$ cat config.mk
export PLATFORM = sky130hd
export DESIGN_NAME = cursor_ctrl_flat
export DESIGN_NICKNAME = d
export VERILOG_FILES = /design/src/rtl/cursor_ctrl_if.sv /design/src/rtl/cursor_ctrl.sv /design/src/flat_wrapper.sv
export SDC_FILE = /design/constraint.sdc
export NUM_CORES = 1
export LEC_CHECK = 0
export BUFFER_PORTS_ARGS = -buffer_cell sky130_fd_sc_hd__buf_2
export CORE_MARGIN = 2
export CORE_UTILIZATION = 49
export CTS_CLUSTER_DIAMETER = 100
export CTS_CLUSTER_SIZE = 28
export DETAILED_ROUTE_END_ITERATION = 7
export GPL_TIMING_DRIVEN = 0
export PLACE_DENSITY = 0.87
export SYNTH_ARGS = -nofsm -noshare
export SYNTH_HDL_FRONTEND = slang
export SYNTH_SLANG_ARGS = --single-unit
export TNS_END_PERCENT = 30
$ cat constraint.sdc
create_clock -name i_clk -period 2.6 [get_ports i_clk]
set_clock_uncertainty 0.05 [all_clocks]
set_input_delay 0.13 -clock i_clk [delete_from_list [all_inputs] [get_ports i_clk]]
set_output_delay 0.13 -clock i_clk [all_outputs]
set_load 0.03 [all_outputs]
$ cat src/rtl/cursor_ctrl_if.sv
// Command/status bundle between the terminal command decoder and cursor_ctrl.
// slave = cursor controller side, master = command source / scroll consumer side.
interface cursor_ctrl_if #(
    parameter int unsigned ROW_W = 5,
    parameter int unsigned COL_W = 6
);
    logic             i_cmd_home;
    logic             i_cmd_goto;
    logic [ROW_W-1:0] i_goto_row;
    logic [COL_W-1:0] i_goto_col;
    logic             i_cmd_lf;
    logic             i_cmd_cr;
    logic             i_cmd_bs;
    logic             i_cmd_tab;
    logic             i_cmd_advance;
    logic             i_scroll_ack;
    logic [ROW_W-1:0] o_row;
    logic [COL_W-1:0] o_col;
    logic             o_last_row;
    logic             o_last_col;
    logic             o_scroll_req;
    logic             o_busy;

    modport slave (
        input  i_cmd_home, i_cmd_goto, i_goto_row, i_goto_col, i_cmd_lf,
               i_cmd_cr, i_cmd_bs, i_cmd_tab, i_cmd_advance, i_scroll_ack,
        output o_row, o_col, o_last_row, o_last_col, o_scroll_req, o_busy
    );

    modport master (
        output i_cmd_home, i_cmd_goto, i_goto_row, i_goto_col, i_cmd_lf,
               i_cmd_cr, i_cmd_bs, i_cmd_tab, i_cmd_advance, i_scroll_ack,
        input  o_row, o_col, o_last_row, o_last_col, o_scroll_req, o_busy
    );
endinterface

$ cat src/rtl/cursor_ctrl.sv
// Cursor row/column controller with automargin and req/ack scroll handshake.
// Optional tab command compiled in with `define CURSOR_TAB_EN.
module cursor_ctrl #(
    parameter int unsigned COLS      = 60,
    parameter int unsigned ROWS      = 17,
    parameter int unsigned COL_W     = 6,
    parameter int unsigned ROW_W     = 5,
    parameter int unsigned SCROLL    = 1,
    parameter int unsigned TAB_WIDTH = 8
) (
    input logic         i_clk,
    input logic         i_rst,
    cursor_ctrl_if.slave bus
);
    localparam logic [ROW_W-1:0] LAST_ROW = ROW_W'(ROWS - 1);
    localparam logic [COL_W-1:0] LAST_COL = COL_W'(COLS - 1);

    typedef enum logic {
        IDLE,
        SCROLL_WAIT
    } state_t;

    state_t           state, state_nxt;
    logic [ROW_W-1:0] row_q, row_nxt;
    logic [COL_W-1:0] col_q, col_nxt;
    logic             req_q;
    logic [ROW_W-1:0] goto_row_c;
    logic [COL_W-1:0] goto_col_c;

    assign goto_row_c = (bus.i_goto_row > LAST_ROW) ? LAST_ROW : bus.i_goto_row;
    assign goto_col_c = (bus.i_goto_col > LAST_COL) ? LAST_COL : bus.i_goto_col;

`ifdef CURSOR_TAB_EN
    // Extra bit so the next stop past a full-width column range cannot wrap to 0.
    logic [COL_W:0]   tab_sum_c;
    logic [COL_W-1:0] tab_col_c;

    assign tab_sum_c = {1'b0, col_q | COL_W'(TAB_WIDTH - 1)} + (COL_W+1)'(1);
    assign tab_col_c = (tab_sum_c > {1'b0, LAST_COL}) ? LAST_COL : tab_sum_c[COL_W-1:0];
`else
    wire unused_tab = bus.i_cmd_tab ^ TAB_WIDTH[0];
`endif

    always_comb begin
        state_nxt = state;
        row_nxt   = row_q;
        col_nxt   = col_q;
        unique case (state)
            IDLE: begin
                if (bus.i_cmd_home) begin
                    row_nxt = '0;
                    col_nxt = '0;
                end else if (bus.i_cmd_goto) begin
                    row_nxt = goto_row_c;
                    col_nxt = goto_col_c;
                end else if (bus.i_cmd_lf) begin
                    if (row_q != LAST_ROW)  row_nxt   = row_q + ROW_W'(1);
                    else if (SCROLL != 0)   state_nxt = SCROLL_WAIT;
                end else if (bus.i_cmd_cr) begin
                    col_nxt = '0;
                end else if (bus.i_cmd_bs) begin
                    if (col_q != '0) col_nxt = col_q - COL_W'(1);
`ifdef CURSOR_TAB_EN
                end else if (bus.i_cmd_tab) begin
                    col_nxt = tab_col_c;
`endif
                end else if (bus.i_cmd_advance) begin
                    if (col_q != LAST_COL) begin
                        col_nxt = col_q + COL_W'(1);
                    end else begin
                        // Automargin: wrap to column 0 and line-feed.
                        col_nxt = '0;
                        if (row_q != LAST_ROW) row_nxt   = row_q + ROW_W'(1);
                        else if (SCROLL != 0)  state_nxt = SCROLL_WAIT;
                    end
                end
            end
            SCROLL_WAIT: begin
                if (bus.i_scroll_ack) state_nxt = IDLE;
            end
            default: state_nxt = IDLE;
        endcase
    end

    always_ff @(posedge i_clk) begin
        if (i_rst) begin
            state <= IDLE;
            row_q <= LAST_ROW;
            col_q <= '0;
            req_q <= 1'b0;
        end else begin
            state <= state_nxt;
            row_q <= row_nxt;
            col_q <= col_nxt;
            req_q <= (state_nxt == SCROLL_WAIT);
        end
    end

    assign bus.o_row        = row_q;
    assign bus.o_col        = col_q;
    assign bus.o_last_row   = (row_q == LAST_ROW);
    assign bus.o_last_col   = (col_q == LAST_COL);
    assign bus.o_scroll_req = req_q;
    assign bus.o_busy       = (state == SCROLL_WAIT);
endmodule

$ cat src/flat_wrapper.sv
// flat-port wrapper written by rule: the top's interface ports become plain ports
module cursor_ctrl_flat 
#(
    parameter int unsigned COLS      = 60,
    parameter int unsigned ROWS      = 17,
    parameter int unsigned COL_W     = 6,
    parameter int unsigned ROW_W     = 5,
    parameter int unsigned SCROLL    = 1,
    parameter int unsigned TAB_WIDTH = 8
)
  (i_clk, i_rst, bus_i_cmd_home, bus_i_cmd_goto, bus_i_goto_row, bus_i_goto_col, bus_i_cmd_lf, bus_i_cmd_cr, bus_i_cmd_bs, bus_i_cmd_tab, bus_i_cmd_advance, bus_i_scroll_ack, bus_o_row, bus_o_col, bus_o_last_row, bus_o_last_col, bus_o_scroll_req, bus_o_busy);
  cursor_ctrl_if #(.ROW_W(ROW_W), .COL_W(COL_W)) bus_i ();
  input logic i_clk;
  input logic i_rst;
  input wire logic [$bits(bus_i.i_cmd_home)-1:0] bus_i_cmd_home;
  input wire logic [$bits(bus_i.i_cmd_goto)-1:0] bus_i_cmd_goto;
  input wire logic [$bits(bus_i.i_goto_row)-1:0] bus_i_goto_row;
  input wire logic [$bits(bus_i.i_goto_col)-1:0] bus_i_goto_col;
  input wire logic [$bits(bus_i.i_cmd_lf)-1:0] bus_i_cmd_lf;
  input wire logic [$bits(bus_i.i_cmd_cr)-1:0] bus_i_cmd_cr;
  input wire logic [$bits(bus_i.i_cmd_bs)-1:0] bus_i_cmd_bs;
  input wire logic [$bits(bus_i.i_cmd_tab)-1:0] bus_i_cmd_tab;
  input wire logic [$bits(bus_i.i_cmd_advance)-1:0] bus_i_cmd_advance;
  input wire logic [$bits(bus_i.i_scroll_ack)-1:0] bus_i_scroll_ack;
  output wire logic [$bits(bus_i.o_row)-1:0] bus_o_row;
  output wire logic [$bits(bus_i.o_col)-1:0] bus_o_col;
  output wire logic [$bits(bus_i.o_last_row)-1:0] bus_o_last_row;
  output wire logic [$bits(bus_i.o_last_col)-1:0] bus_o_last_col;
  output wire logic [$bits(bus_i.o_scroll_req)-1:0] bus_o_scroll_req;
  output wire logic [$bits(bus_i.o_busy)-1:0] bus_o_busy;
  assign bus_i.i_cmd_home = bus_i_cmd_home;
  assign bus_i.i_cmd_goto = bus_i_cmd_goto;
  assign bus_i.i_goto_row = bus_i_goto_row;
  assign bus_i.i_goto_col = bus_i_goto_col;
  assign bus_i.i_cmd_lf = bus_i_cmd_lf;
  assign bus_i.i_cmd_cr = bus_i_cmd_cr;
  assign bus_i.i_cmd_bs = bus_i_cmd_bs;
  assign bus_i.i_cmd_tab = bus_i_cmd_tab;
  assign bus_i.i_cmd_advance = bus_i_cmd_advance;
  assign bus_i.i_scroll_ack = bus_i_scroll_ack;
  assign bus_o_row = bus_i.o_row;
  assign bus_o_col = bus_i.o_col;
  assign bus_o_last_row = bus_i.o_last_row;
  assign bus_o_last_col = bus_i.o_last_col;
  assign bus_o_scroll_req = bus_i.o_scroll_req;
  assign bus_o_busy = bus_i.o_busy;
  cursor_ctrl #(.COLS(COLS), .ROWS(ROWS), .COL_W(COL_W), .ROW_W(ROW_W), .SCROLL(SCROLL), .TAB_WIDTH(TAB_WIDTH)) u_core (.i_clk(i_clk), .i_rst(i_rst), .bus(bus_i));
endmodule
==> metrics.txt, run 1 <==
# TYPE chip_impl_metric gauge
chip_impl_info{name="outcome",value="finished clean"} 1
chip_impl_metric{name="crit_arrival",unit="ns"} 2.37
chip_impl_metric{name="synthesis.instances",unit=""} 136
chip_impl_metric{name="actual_slew_at_the_worst_max_slew_pin",unit="ns"} 0.8102
chip_impl_metric{name="gp_congestion",unit=""} 0.9184
chip_impl_metric{name="vias",unit=""} 1160
chip_impl_metric{name="initial_standard_cell_utilization_of_the_core",unit="%"} 52.71
chip_impl_metric{name="pwr_density_cell",unit="mW/mm2"} 415.0
chip_impl_metric{name="die_height",unit="um"} 50.18
chip_impl_metric{name="drt-total-wl",unit="mm"} 2.735
chip_impl_metric{name="pre_cts_ws",unit="ns"} 0.1365
chip_impl_metric{name="yosys_warnings",unit=""} 0
chip_impl_metric{name="grt_overflow",unit=""} 0
chip_impl_info{name="main_synth_ff_type",value="sky130_fd_sc_hd__dfxtp_1"} 1
chip_impl_info{name="end_kind",value="register"} 1
chip_impl_metric{name="largest_net_degree_at_the_start_of_global_routing",unit=""} 11
chip_impl_metric{name="multi_input_area",unit="um2"} 733.2
chip_impl_metric{name="synthDistinctLibCells",unit=""} 45
chip_impl_info{name="yosys-top-cells-count",value="12 x sky130_fd_sc_hd__dfxtp_1, 11 x sky130_fd_sc_hd__nor2_1, 10 x sky130_fd_sc_hd__inv_1, 9 x sky130_fd_sc_hd__nand2_1, 8 x sky130_fd_sc_hd__a21oi_1"} 1
chip_impl_metric{name="synth_compound_area_share",unit="%"} 29.58
chip_impl_metric{name="report.power.total",unit="uW"} 535.4
chip_impl_info{name="synth.most_common_cell",value="sky130_fd_sc_hd__dfxtp_1"} 1
chip_impl_metric{name="std_cell_rows",unit=""} 16
chip_impl_metric{name="clk_pin_slew_worst_paths",unit="ns"} 0.08
chip_impl_metric{name="worst_ir_drop_vdd",unit="mV"} 0.3712
chip_impl_metric{name="cts.sink_count",unit=""} 12
chip_impl_metric{name="ratio_of_routed_vias_to_standard_cells",unit=""} 5.829
chip_impl_metric{name="fin_crit_sh",unit="%"} 87.24
chip_impl_metric{name="ios",unit=""} 36
chip_impl_metric{name="clock_tree.buffer_depth",unit=""} 2
chip_impl_info{name="crit_type",value="register to register"} 1
chip_impl_info{name="grt_setup_unrepaired",value="no"} 1
chip_impl_metric{name="groute.layer.met1.usage",unit="%"} 29.15
chip_impl_info{name="synth.top_cells.by_area",value="sky130_fd_sc_hd__dfxtp_1 23%, sky130_fd_sc_hd__ha_1 6.0%, sky130_fd_sc_hd__nor2_1 4.0%, sky130_fd_sc_hd__a21oi_1 3.8%, sky130_fd_sc_hd__inv_1 3.6%"} 1
chip_impl_info{name="worst_hold_startpoint",value="bus_i_goto_col[4]"} 1
chip_impl_metric{name="tritoncts.num_buffers",unit=""} 3
chip_impl_info{name="largest_family_of_logic_cells_by_synthesized_area",value="compound AO/OA/AOI/OAI gates"} 1
chip_impl_metric{name="global_route_wire_length_before_repair",unit="mm"} 4.830
chip_impl_metric{name="period_needed",unit="ns"} 2.268
chip_impl_info{name="synth_largest_area_cell",value="sky130_fd_sc_hd__dfxtp_1"} 1
chip_impl_metric{name="drt-pass1-iter-count",unit=""} 4
chip_impl_info{name="tritoncts",value="done"} 1
chip_impl_metric{name="async_reset_ff_share",unit="%"} 0
chip_impl_metric{name="min_path_cells",unit=""} 2
chip_impl_metric{name="setup_viol",unit=""} 0
chip_impl_metric{name="post-cts-setup-buffers",unit=""} 0
chip_impl_metric{name="cts_resized",unit=""} 0
chip_impl_metric{name="setup_slack_on_the_worst_flop_to_flop_path",unit="ns"} 0.33
chip_impl_metric{name="max_cap_viol_count",unit=""} 0
chip_impl_metric{name="leakage_power",unit="uW"} 0.0005647
chip_impl_metric{name="placement.io_buffers",unit=""} 32
chip_impl_metric{name="first_iter_violations",unit=""} 32
chip_impl_metric{name="grt_antenna_before_repair",unit=""} 0
chip_impl_metric{name="insertedDiodeCount",unit=""} 0
chip_impl_metric{name="r2r.worst_path.cells",unit=""} 6
chip_impl_metric{name="post_dr_wirelength_cell",unit="um"} 13.74
chip_impl_metric{name="grt.met2_usage",unit="%"} 41.45
chip_impl_metric{name="finalWorstSetupSlack",unit="ns"} 0.3317
chip_impl_metric{name="cts_hold_buf",unit=""} 0
chip_impl_metric{name="drc",unit=""} 0
chip_impl_metric{name="fp.dieArea",unit="mm2"} 0.002518
chip_impl_metric{name="timing_hold_violations_final",unit=""} 0
chip_impl_info{name="rr_endpoint",value="u_core.bus.o_row[1]"} 1
chip_impl_metric{name="worstSkewPairLatency",unit="ns"} 0.28
chip_impl_metric{name="post-route-util",unit="%"} 65.09
chip_impl_metric{name="slew_violations",unit=""} 0
chip_impl_metric{name="post_synth_and_or_nand_nor_area_fraction",unit="%"} 28.98
chip_impl_info{name="min_path_type",value="input pin to register"} 1
chip_impl_info{name="launch_point_of_the_worst_path",value="u_core.bus.o_col[0]"} 1
chip_impl_info{name="root_buffer",value="sky130_fd_sc_hd__clkbuf_4"} 1
chip_impl_metric{name="worst-endpoint-required",unit="ns"} 2.70
chip_impl_metric{name="critical_path_peak_fanout",unit=""} 8
chip_impl_info{name="worstReg2RegStart",value="u_core.bus.o_col[0]"} 1
chip_impl_metric{name="grt_util_all_layers",unit="%"} 24.62
chip_impl_metric{name="remaining_antenna_violation_count_after_routing",unit=""} 0
chip_impl_metric{name="layout.filler_cells",unit=""} 186
chip_impl_metric{name="synth.top_cell.area_share",unit="%"} 22.99
chip_impl_metric{name="postSynthNetCount",unit=""} 162
chip_impl_metric{name="layout.area.seq",unit="um2"} 240.2
chip_impl_metric{name="yosys.area_share.xor_xnor",unit="%"} 4.192
chip_impl_metric{name="design.final.nets",unit=""} 199
chip_impl_metric{name="place_hpwl",unit="mm"} 2.150
chip_impl_metric{name="final.setup.tns",unit="ns"} 0
chip_impl_info{name="category_of_the_worst_setup_path_launch_point",value="register"} 1
chip_impl_metric{name="via_count_of_the_first_global_routing_pass",unit=""} 1111
chip_impl_metric{name="ys_seq_area_share",unit="%"} 22.99
chip_impl_metric{name="drive_above_1_share",unit="%"} 29.65
chip_impl_metric{name="maxClockFrequency",unit="GHz"} 0.4409
chip_impl_metric{name="ctsHtreeMaxLevel",unit=""} 1
chip_impl_metric{name="floorplan.core_area",unit="mm2"} 0.001982
chip_impl_metric{name="post_synth_instance_area",unit="mm2"} 0.001045
chip_impl_metric{name="synth_enable_flop_cells",unit=""} 0
chip_impl_info{name="crit_path_cell_trace",value="ha_1 -> nor2b_1 -> a41oi_2 -> o31ai_4 -> nor2_1 -> a2111oi_1"} 1
chip_impl_info{name="global_route.peak_usage_layer",value="met2"} 1
chip_impl_metric{name="mux_contribution_to_synthesized_area",unit="%"} 0
chip_impl_metric{name="worst_path_largest_cell_delay",unit="ns"} 0.49
chip_impl_metric{name="timing.slew.headroom",unit="%"} 45.57
chip_impl_info{name="critical_path.slowest_cell",value="sky130_fd_sc_hd__dfxtp_1"} 1
chip_impl_metric{name="register_bit_count_reported_by_yosys",unit=""} 12
chip_impl_metric{name="synth_adder_area_share",unit="%"} 5.988
chip_impl_metric{name="area_delta_synth_final",unit="%"} 23.47
chip_impl_info{name="worst_hold_path.endpoint",value="u_core.bus.o_col[4]"} 1
chip_impl_metric{name="die_x",unit="um"} 50.18
chip_impl_metric{name="grtUsageMet3",unit="%"} 7.143
chip_impl_metric{name="synth_area_per_cell",unit="um2"} 7.682
==> area by class of cell <==
cell class | count | area share, %
inverters | 10 | 2.910
well taps | 27 | 2.619
repair buffers | 32 | 12.42
clock buffers | 4 | 2.813
flip-flops and latches | 12 | 18.62
plain buffers | 9 | 3.783
multi-input cells | 105 | 56.84
==> layer usage <==
metal	wire [um]	vias up	share of wire, %
met5	0	-	0
met4	53	0	1.9
met1	1094	525	40
li1	-	574	-
met3	203	9	7.4
met2	1384	52	51
==> placed cells by master (no fill, tap or decap), types with 2 or more instances in the layout <==
| cell type | n |
|---|---|
| sky130_fd_sc_hd__buf_2 | 35 |
| sky130_fd_sc_hd__dfxtp_1 | 12 |
| sky130_fd_sc_hd__nor2_1 | 11 |
| sky130_fd_sc_hd__inv_1 | 10 |
| sky130_fd_sc_hd__nand2_1 | 9 |
| sky130_fd_sc_hd__a21oi_1 | 8 |
| sky130_fd_sc_hd__nand3_1 | 7 |
| sky130_fd_sc_hd__o21ai_0 | 6 |
| sky130_fd_sc_hd__nor3_1 | 5 |
| sky130_fd_sc_hd__ha_1 | 5 |
| sky130_fd_sc_hd__clkbuf_1 | 4 |
| sky130_fd_sc_hd__o211ai_1 | 4 |
| sky130_fd_sc_hd__xnor2_1 | 4 |
| sky130_fd_sc_hd__nand2b_1 | 3 |
| sky130_fd_sc_hd__nor4_1 | 3 |
| sky130_fd_sc_hd__clkbuf_4 | 3 |
| sky130_fd_sc_hd__and2_1 | 2 |
| sky130_fd_sc_hd__nor4b_1 | 2 |
| sky130_fd_sc_hd__or2_2 | 2 |
| sky130_fd_sc_hd__a211oi_1 | 2 |
| sky130_fd_sc_hd__a2111oi_0 | 2 |
| sky130_fd_sc_hd__o21ai_1 | 2 |
| sky130_fd_sc_hd__a31oi_1 | 2 |
| sky130_fd_sc_hd__nand3b_1 | 2 |
| sky130_fd_sc_hd__a21o_1 | 2 |
| sky130_fd_sc_hd__o22ai_1 | 2 |
==> cells by family (layout without fill, tap and decap cells) <==
group	count (synthesis)	in the layout
compound gates	42	42
flops	12	12
xor+xnor	5	5
buf+inv	19	55
fa+ha+maj	5	5
simple gates	53	53
==> how the worst max path moves through the flow <==
stage	depth (start not counted)	endpoint
floorplan	7	u_core.bus.o_row[2]
global placement	6	u_core.bus.o_row[1]
detailed placement	6	u_core.bus.o_row[1]
CTS	6	u_core.bus.o_row[1]
global route	6	u_core.bus.o_row[1]
finish	6	u_core.bus.o_row[1]
==> metrics by stage <==
stage	cells	cell area (um2)	hold WS (ns)
global placement	195	1239	0.3232
CTS	199	1275	0.04116
floorplan	136	1045	0.2198
finish	199	1290	0.04788
global route	199	1290	0.03046
detailed placement	195	1239	0.3355
==> power by group <==
group / switching [uW] / internal, uW / leakage [uW]
clock network: 67.5 / 85.3 / 0.0000210
logic: 108 / 67.8 / 0.000446
registers: 13.0 / 193 / 0.0000982
==> critical path, delay by kind of cell, from the launching register on <==
kind / cells / cell delay (ns)
compound gates: 3 / 0.96
flops: 1 / 0.49
simple gates: 2 / 0.38
fa+ha+maj: 1 / 0.26
==> state kept, by name, summed over array words and instances (netlist names) <==
name and flops:
u_core.bus.o_row 5, u_core.bus.o_busy 1, u_core.bus.o_col 6
No activity file was read; power rests on OpenSTA's default activity.
==> run 2: changes to the inputs <==
- REMOVE_ABC_BUFFERS: default -> 1
==> metrics.txt, run 2 (synthesis gave the netlist of run 1 again) <==
# TYPE chip_impl_metric gauge
chip_impl_metric{name="setup_viol",unit=""} 0
chip_impl_metric{name="max_cap_viol_count",unit=""} 0
chip_impl_metric{name="fin_crit_sh",unit="%"} 91.33
chip_impl_metric{name="post-route-util",unit="%"} 62.37
chip_impl_metric{name="vias",unit=""} 1142
chip_impl_info{name="commonest_cells_after_routing_fill_and_taps_aside",value="34 x sky130_fd_sc_hd__buf_2, 12 x sky130_fd_sc_hd__dfxtp_1, 11 x sky130_fd_sc_hd__nor2_1"} 1
chip_impl_metric{name="design.final.nets",unit=""} 192
chip_impl_metric{name="first_iter_violations",unit=""} 24
chip_impl_metric{name="cts.sink_count",unit=""} 12
chip_impl_metric{name="slew_violations",unit=""} 0
chip_impl_metric{name="maxClockFrequency",unit="GHz"} 0.4211
chip_impl_metric{name="final.setup.tns",unit="ns"} 0
chip_impl_metric{name="die_x",unit="um"} 50.18
chip_impl_info{name="tritoncts",value="done"} 1
chip_impl_metric{name="grt_overflow",unit=""} 0
chip_impl_metric{name="pwr-share-clk",unit="%"} 28.8
chip_impl_metric{name="worst_path_largest_cell_delay",unit="ns"} 0.48
chip_impl_metric{name="route.met2.wl",unit="mm"} 1.407
chip_impl_metric{name="critical_path_peak_fanout",unit=""} 8
chip_impl_metric{name="period_needed",unit="ns"} 2.375
chip_impl_metric{name="std_cell_rows",unit=""} 16
chip_impl_metric{name="remaining_antenna_violation_count_after_routing",unit=""} 0
chip_impl_info{name="layout.cells.most_common",value="sky130_fd_sc_hd__buf_2"} 1
chip_impl_metric{name="power_switching",unit="uW"} 184.0
chip_impl_info{name="root_buffer",value="sky130_fd_sc_hd__clkbuf_4"} 1
chip_impl_metric{name="clk_pin_slew_worst_paths",unit="ns"} 0.08
chip_impl_metric{name="crit_arrival",unit="ns"} 2.47
chip_impl_metric{name="worst_ir_drop_vdd",unit="mV"} 0.3523
chip_impl_info{name="route.top_layer_used",value="met4"} 1
chip_impl_metric{name="internal-power",unit="uW"} 341.8
chip_impl_metric{name="cts_resized",unit=""} 0
chip_impl_metric{name="post-cts-setup-buffers",unit=""} 0
chip_impl_info{name="rr_endpoint",value="u_core.bus.o_row[1]"} 1
chip_impl_metric{name="place_hpwl",unit="mm"} 2.133
chip_impl_metric{name="dr_wl_met3",unit="um"} 211
chip_impl_metric{name="placed_cells_incl_taps",unit=""} 188
chip_impl_metric{name="leakage_power",unit="uW"} 0.0005407
chip_impl_metric{name="clock_tree.buffer_depth",unit=""} 2
chip_impl_info{name="crit_type",value="register to register"} 1
chip_impl_metric{name="gp_congestion",unit=""} 0.8519
chip_impl_metric{name="fin_cells",unit=""} 192
chip_impl_metric{name="combinationalPowerShare",unit="%"} 30.8
chip_impl_metric{name="setup_slack_on_the_worst_flop_to_flop_path",unit="ns"} 0.23
chip_impl_metric{name="ratio_of_routed_vias_to_standard_cells",unit=""} 5.948
chip_impl_metric{name="via_count_of_the_first_global_routing_pass",unit=""} 1085
chip_impl_metric{name="grt_util_all_layers",unit="%"} 23.54
chip_impl_info{name="outcome",value="finished clean"} 1
chip_impl_metric{name="insertedDiodeCount",unit=""} 0
chip_impl_info{name="end_kind",value="register"} 1
chip_impl_metric{name="drt-pass1-iter-count",unit=""} 4
chip_impl_metric{name="die_height",unit="um"} 50.18
chip_impl_metric{name="swShare",unit="%"} 35.00
chip_impl_metric{name="grt_antenna_before_repair",unit=""} 0
chip_impl_metric{name="min_path_cells",unit=""} 2
chip_impl_metric{name="cts_hold_buf",unit=""} 0
chip_impl_info{name="critical_path.slowest_cell",value="sky130_fd_sc_hd__dfxtp_1"} 1
chip_impl_metric{name="timing_hold_violations_final",unit=""} 0
chip_impl_metric{name="global_route_wire_length_before_repair",unit="mm"} 4.567
chip_impl_metric{name="ios",unit=""} 36
chip_impl_metric{name="fp.dieArea",unit="mm2"} 0.002518
chip_impl_metric{name="worst-endpoint-required",unit="ns"} 2.70
chip_impl_metric{name="worstSkewPairLatency",unit="ns"} 0.28
chip_impl_info{name="worst_hold_startpoint",value="bus_i_goto_col[4]"} 1
chip_impl_metric{name="drc",unit=""} 0
chip_impl_metric{name="initial_standard_cell_utilization_of_the_core",unit="%"} 52.71
chip_impl_metric{name="drt-total-wl",unit="mm"} 2.773
chip_impl_metric{name="power_frac_seq",unit="%"} 40.3
chip_impl_metric{name="route.layer.met1.wl",unit="mm"} 1.142
chip_impl_metric{name="pwr_density_cell",unit="mW/mm2"} 425.3
chip_impl_metric{name="timing.slew.headroom",unit="%"} 57.47
chip_impl_metric{name="largest_register_ffs",unit=""} 6
chip_impl_metric{name="drive_above_1_share",unit="%"} 28.48
chip_impl_metric{name="actual_slew_at_the_worst_max_slew_pin",unit="ns"} 0.6331
chip_impl_info{name="crit_path_cell_trace",value="ha_1 -> nor2b_1 -> a41oi_2 -> o31ai_1 -> nor2_1 -> a2111oi_0"} 1
chip_impl_metric{name="placement.io_buffers",unit=""} 34
chip_impl_metric{name="post_dr_wirelength_cell",unit="um"} 14.44
chip_impl_metric{name="floorplan.core_area",unit="mm2"} 0.001982
chip_impl_metric{name="ctsHtreeMaxLevel",unit=""} 1
chip_impl_info{name="category_of_the_worst_setup_path_launch_point",value="register"} 1
chip_impl_metric{name="largest_net_degree_at_the_start_of_global_routing",unit=""} 21
chip_impl_info{name="min_path_type",value="input pin to register"} 1
chip_impl_metric{name="r2r.worst_path.cells",unit=""} 6
chip_impl_info{name="grt_setup_unrepaired",value="no"} 1
chip_impl_metric{name="tritoncts.num_buffers",unit=""} 3
chip_impl_info{name="worstReg2RegStart",value="u_core.bus.o_col[0]"} 1
chip_impl_metric{name="area_delta_synth_final",unit="%"} 18.32
chip_impl_info{name="worst_hold_path.endpoint",value="u_core.bus.o_col[4]"} 1
run 2: changes by cell type in the layout (fill, tap and decap cells not counted), sizes merged:
cell / change
clkbuf: -4
buf: -3
run 2: power groups by stage:
| stage | sequential [uW] | combinational, uW | clock, uW |
|---|---|---|---|
| 6_report | 212 | 162 | 152 |
| 5_1_grt | 214 | 178 | 165 |
| 4_1_cts | 211 | 162 | 155 |
| 3_5_place_dp | 216 | 162 | 0 |
| 3_3_place_gp | 215 | 155 | 0 |
| 2_1_floorplan | 232 | 86.0 | 0 |
run 2: how the worst max path moves through the flow:
stage	from	to	slack, ns	cells past startpoint
6_report	u_core.bus.o_col[0]	u_core.bus.o_row[1]	0.23	6
5_1_grt	u_core.bus.o_col[0]	u_core.bus.o_row[1]	0.06	6
4_1_cts	u_core.bus.o_col[0]	u_core.bus.o_row[1]	0.17	6
3_5_place_dp	u_core.bus.o_col[0]	u_core.bus.o_row[1]	0.19	6
3_3_place_gp	u_core.bus.o_col[0]	u_core.bus.o_row[1]	0.37	6
2_1_floorplan	u_core.bus.o_row[0]	u_core.bus.o_row[2]	0.33	7
run 2: final cells by class:
| type | instances | area, um2 |
|---|---|---|
| clock buffers | 4 | 36.28 |
| fillers | 185 | 745.7 |
| inverters | 10 | 37.54 |
| multi-input cells | 105 | 718.2 |
| flip-flops and latches | 12 | 240.2 |
| well taps | 27 | 33.78 |
| repair buffers | 34 | 170.2 |
run 2: metrics by stage:
stage,power (uW),hold slack (ns),worst slack (ns),instance area [um2]
after floorplan,317.9,0.1491,0.3327,996.0
after global placement,369.9,0.3320,0.3664,1200
after detailed placement,377.3,0.3396,0.1851,1200
after CTS,529.3,0.04434,0.1651,1236
after global routing,557.6,0.04528,0.06493,1236
final,525.8,0.05219,0.2254,1236
run 2: worst max-delay path, delay by kind of cell, from the launching register on:
kind                     cells  cell delay [ns]
AO/OA/AOI/OAI                3             1.06
AND/OR/NAND/NOR              2             0.39
adder cells (fa/ha/maj)      1             0.25
flip-flops                   1             0.48
run 2: per-layer routing:
layer,up-vias,global-route usage (%)
li1,560,-
met1,537,25.05
met2,43,44.30
met3,2,6.845
met4,0,6.481
met5,-,0
==> run 3: changes to the inputs <==
- CORE_UTILIZATION: 49 -> 50
- PLACE_DENSITY: 0.87 -> 0.89
- clock period: 2.6 -> 2.9 ns (I/O delays scaled with it)
==> metrics.txt, run 3 (synthesis gave the netlist of run 1 again) <==
# TYPE chip_impl_metric gauge
chip_impl_info{name="root_buffer",value="sky130_fd_sc_hd__clkbuf_4"} 1
chip_impl_metric{name="post_dr_wirelength_cell",unit="um"} 14.18
chip_impl_metric{name="setup_viol",unit=""} 0
chip_impl_metric{name="die_height",unit="um"} 49.71
chip_impl_metric{name="area_delta_synth_final",unit="%"} 18.32
chip_impl_info{name="commonest_cells_after_routing_fill_and_taps_aside",value="34 x sky130_fd_sc_hd__buf_2, 12 x sky130_fd_sc_hd__dfxtp_1, 11 x sky130_fd_sc_hd__nor2_1"} 1
chip_impl_metric{name="pwr_density_cell",unit="mW/mm2"} 382.6
chip_impl_metric{name="clock_tree.buffer_depth",unit=""} 2
chip_impl_metric{name="pre_cts_ws",unit="ns"} 0.5076
chip_impl_metric{name="die_x",unit="um"} 49.71
chip_impl_metric{name="ratio_of_routed_vias_to_standard_cells",unit=""} 6.042
chip_impl_metric{name="layout.filler_cells",unit=""} 202
chip_impl_metric{name="design.final.nets",unit=""} 192
chip_impl_metric{name="timing_hold_violations_final",unit=""} 0
chip_impl_metric{name="r2r.worst_path.cells",unit=""} 6
chip_impl_metric{name="vias",unit=""} 1160
chip_impl_metric{name="worstSkewPairLatency",unit="ns"} 0.28
chip_impl_metric{name="max_cap_viol_count",unit=""} 0
chip_impl_metric{name="actual_slew_at_the_worst_max_slew_pin",unit="ns"} 0.6520
chip_impl_metric{name="slew_violations",unit=""} 0
chip_impl_metric{name="remaining_antenna_violation_count_after_routing",unit=""} 0
chip_impl_metric{name="multi_input_area",unit="um2"} 718.2
chip_impl_info{name="crit_type",value="register to register"} 1
chip_impl_metric{name="initial_standard_cell_utilization_of_the_core",unit="%"} 53.25
chip_impl_metric{name="drt-total-wl",unit="mm"} 2.723
chip_impl_metric{name="grt_util_all_layers",unit="%"} 23.33
chip_impl_info{name="min_path_type",value="input pin to register"} 1
chip_impl_metric{name="min_path_cells",unit=""} 2
chip_impl_metric{name="largest_net_degree_at_the_start_of_global_routing",unit=""} 21
chip_impl_metric{name="post-cts-setup-buffers",unit=""} 0
chip_impl_metric{name="cts_hold_buf",unit=""} 0
chip_impl_metric{name="fp.dieArea",unit="mm2"} 0.002471
chip_impl_metric{name="insertedDiodeCount",unit=""} 0
chip_impl_info{name="layout.cells.most_common",value="sky130_fd_sc_hd__buf_2"} 1
chip_impl_metric{name="grt_overflow",unit=""} 0
chip_impl_metric{name="timing.slew.headroom",unit="%"} 56.20
chip_impl_metric{name="largest_register_ffs",unit=""} 6
chip_impl_metric{name="placement.io_buffers",unit=""} 34
chip_impl_metric{name="floorplan.core_area",unit="mm2"} 0.001962
chip_impl_metric{name="leakage_power",unit="uW"} 0.0005407
chip_impl_info{name="grt_setup_unrepaired",value="no"} 1
chip_impl_metric{name="drt-pass1-iter-count",unit=""} 4
chip_impl_metric{name="cts.sink_count",unit=""} 12
chip_impl_metric{name="grt_antenna_before_repair",unit=""} 0
chip_impl_metric{name="fin_crit_sh",unit="%"} 83.37
chip_impl_metric{name="worst-endpoint-required",unit="ns"} 2.99
chip_impl_metric{name="drive_above_1_share",unit="%"} 28.48
chip_impl_metric{name="drc",unit=""} 0
chip_impl_metric{name="critical_path_peak_fanout",unit=""} 8
chip_impl_info{name="end_kind",value="register"} 1
chip_impl_info{name="tritoncts",value="done"} 1
chip_impl_metric{name="first_iter_violations",unit=""} 28
chip_impl_metric{name="via_count_of_the_first_global_routing_pass",unit=""} 1040
chip_impl_metric{name="maxClockFrequency",unit="GHz"} 0.4136
chip_impl_metric{name="worst_ir_drop_vdd",unit="mV"} 0.2933
chip_impl_metric{name="finalWorstSetupSlack",unit="ns"} 0.4822
chip_impl_metric{name="std_cell_rows",unit=""} 16
chip_impl_metric{name="final.setup.tns",unit="ns"} 0
chip_impl_metric{name="layout.area.seq",unit="um2"} 240.2
chip_impl_metric{name="period_needed",unit="ns"} 2.418
chip_impl_metric{name="global_route_wire_length_before_repair",unit="mm"} 4.560
chip_impl_metric{name="ios",unit=""} 36
chip_impl_info{name="category_of_the_worst_setup_path_launch_point",value="register"} 1
chip_impl_metric{name="cts_resized",unit=""} 0
chip_impl_info{name="outcome",value="finished clean"} 1
chip_impl_metric{name="clk_pin_slew_worst_paths",unit="ns"} 0.09
chip_impl_metric{name="place_hpwl",unit="mm"} 2.063
chip_impl_metric{name="crit_arrival",unit="ns"} 2.51
chip_impl_metric{name="tritoncts.num_buffers",unit=""} 3
chip_impl_metric{name="ctsHtreeMaxLevel",unit=""} 1
chip_impl_metric{name="gp_congestion",unit=""} 0.8755
==> run 3: metal layers <==
layer | wire length [um] | part of all wire, % | vias to the layer above | global-route usage (%)
met5 | 0 | 0 | - | 0
met4 | 14 | 0.51 | 0 | 10.19
met3 | 206 | 7.6 | 2 | 4.242
met2 | 1365 | 50 | 52 | 41.33
met1 | 1136 | 42 | 545 | 27.10
li1 | - | - | 561 | -
==> run 3: path summary, 6_finish.rpt <==
path                            slack (ns)                start                  end
worst max-delay path                  0.48  u_core.bus.o_col[0]  u_core.bus.o_row[1]
worst min-delay path                  0.05    bus_i_goto_col[4]  u_core.bus.o_col[4]
worst max register to register        0.48  u_core.bus.o_col[0]  u_core.bus.o_row[1]
worst min register to register        0.49  u_core.bus.o_row[3]  u_core.bus.o_row[3]
==> run 3: area by class of cell <==
cell class | count | share of cell area, %
Timing Repair Buffer | 34 | 13.77
Clock buffer | 4 | 2.935
Tap cell | 27 | 2.733
Multi-Input combinational cell | 105 | 58.10
Inverter | 10 | 3.036
Sequential cell | 12 | 19.43
==> run 3: worst max-delay path, stage by stage (launching register included) <==
cell and delay [ns]:
sky130_fd_sc_hd__dfxtp_1 0.49, sky130_fd_sc_hd__ha_1 0.25, sky130_fd_sc_hd__nor2b_1 0.32, sky130_fd_sc_hd__a41oi_2 0.24
sky130_fd_sc_hd__o31ai_1 0.43, sky130_fd_sc_hd__nor2_1 0.07, sky130_fd_sc_hd__a2111oi_0 0.43
==> run 3: where the power goes <==
part	total, uW	switching [uW]	leakage, uW	internal [uW]
registers	191	17.5	0.0000982	173
logic	144	87.5	0.000422	56.8
clock network	138	61.3	0.0000210	76.3
total	473	166	0.000541	307
==> run 3: through the flow <==
stage / instances / cell area [um2] / util (%) / hold slack, ns / total power [uW]
after floorplan: 127 / 996.0 / - / 0.1641 / 285.0
after detailed placement: 188 / 1200 / 61.16 / 0.3479 / 337.0
after global placement: 188 / 1200 / 61.16 / 0.3521 / 330.7
after CTS: 192 / 1236 / 63.01 / 0.04662 / 475.1
after global routing: 192 / 1236 / 63.01 / 0.06576 / 502.2
final: 192 / 1236 / 63.01 / 0.05411 / 472.9
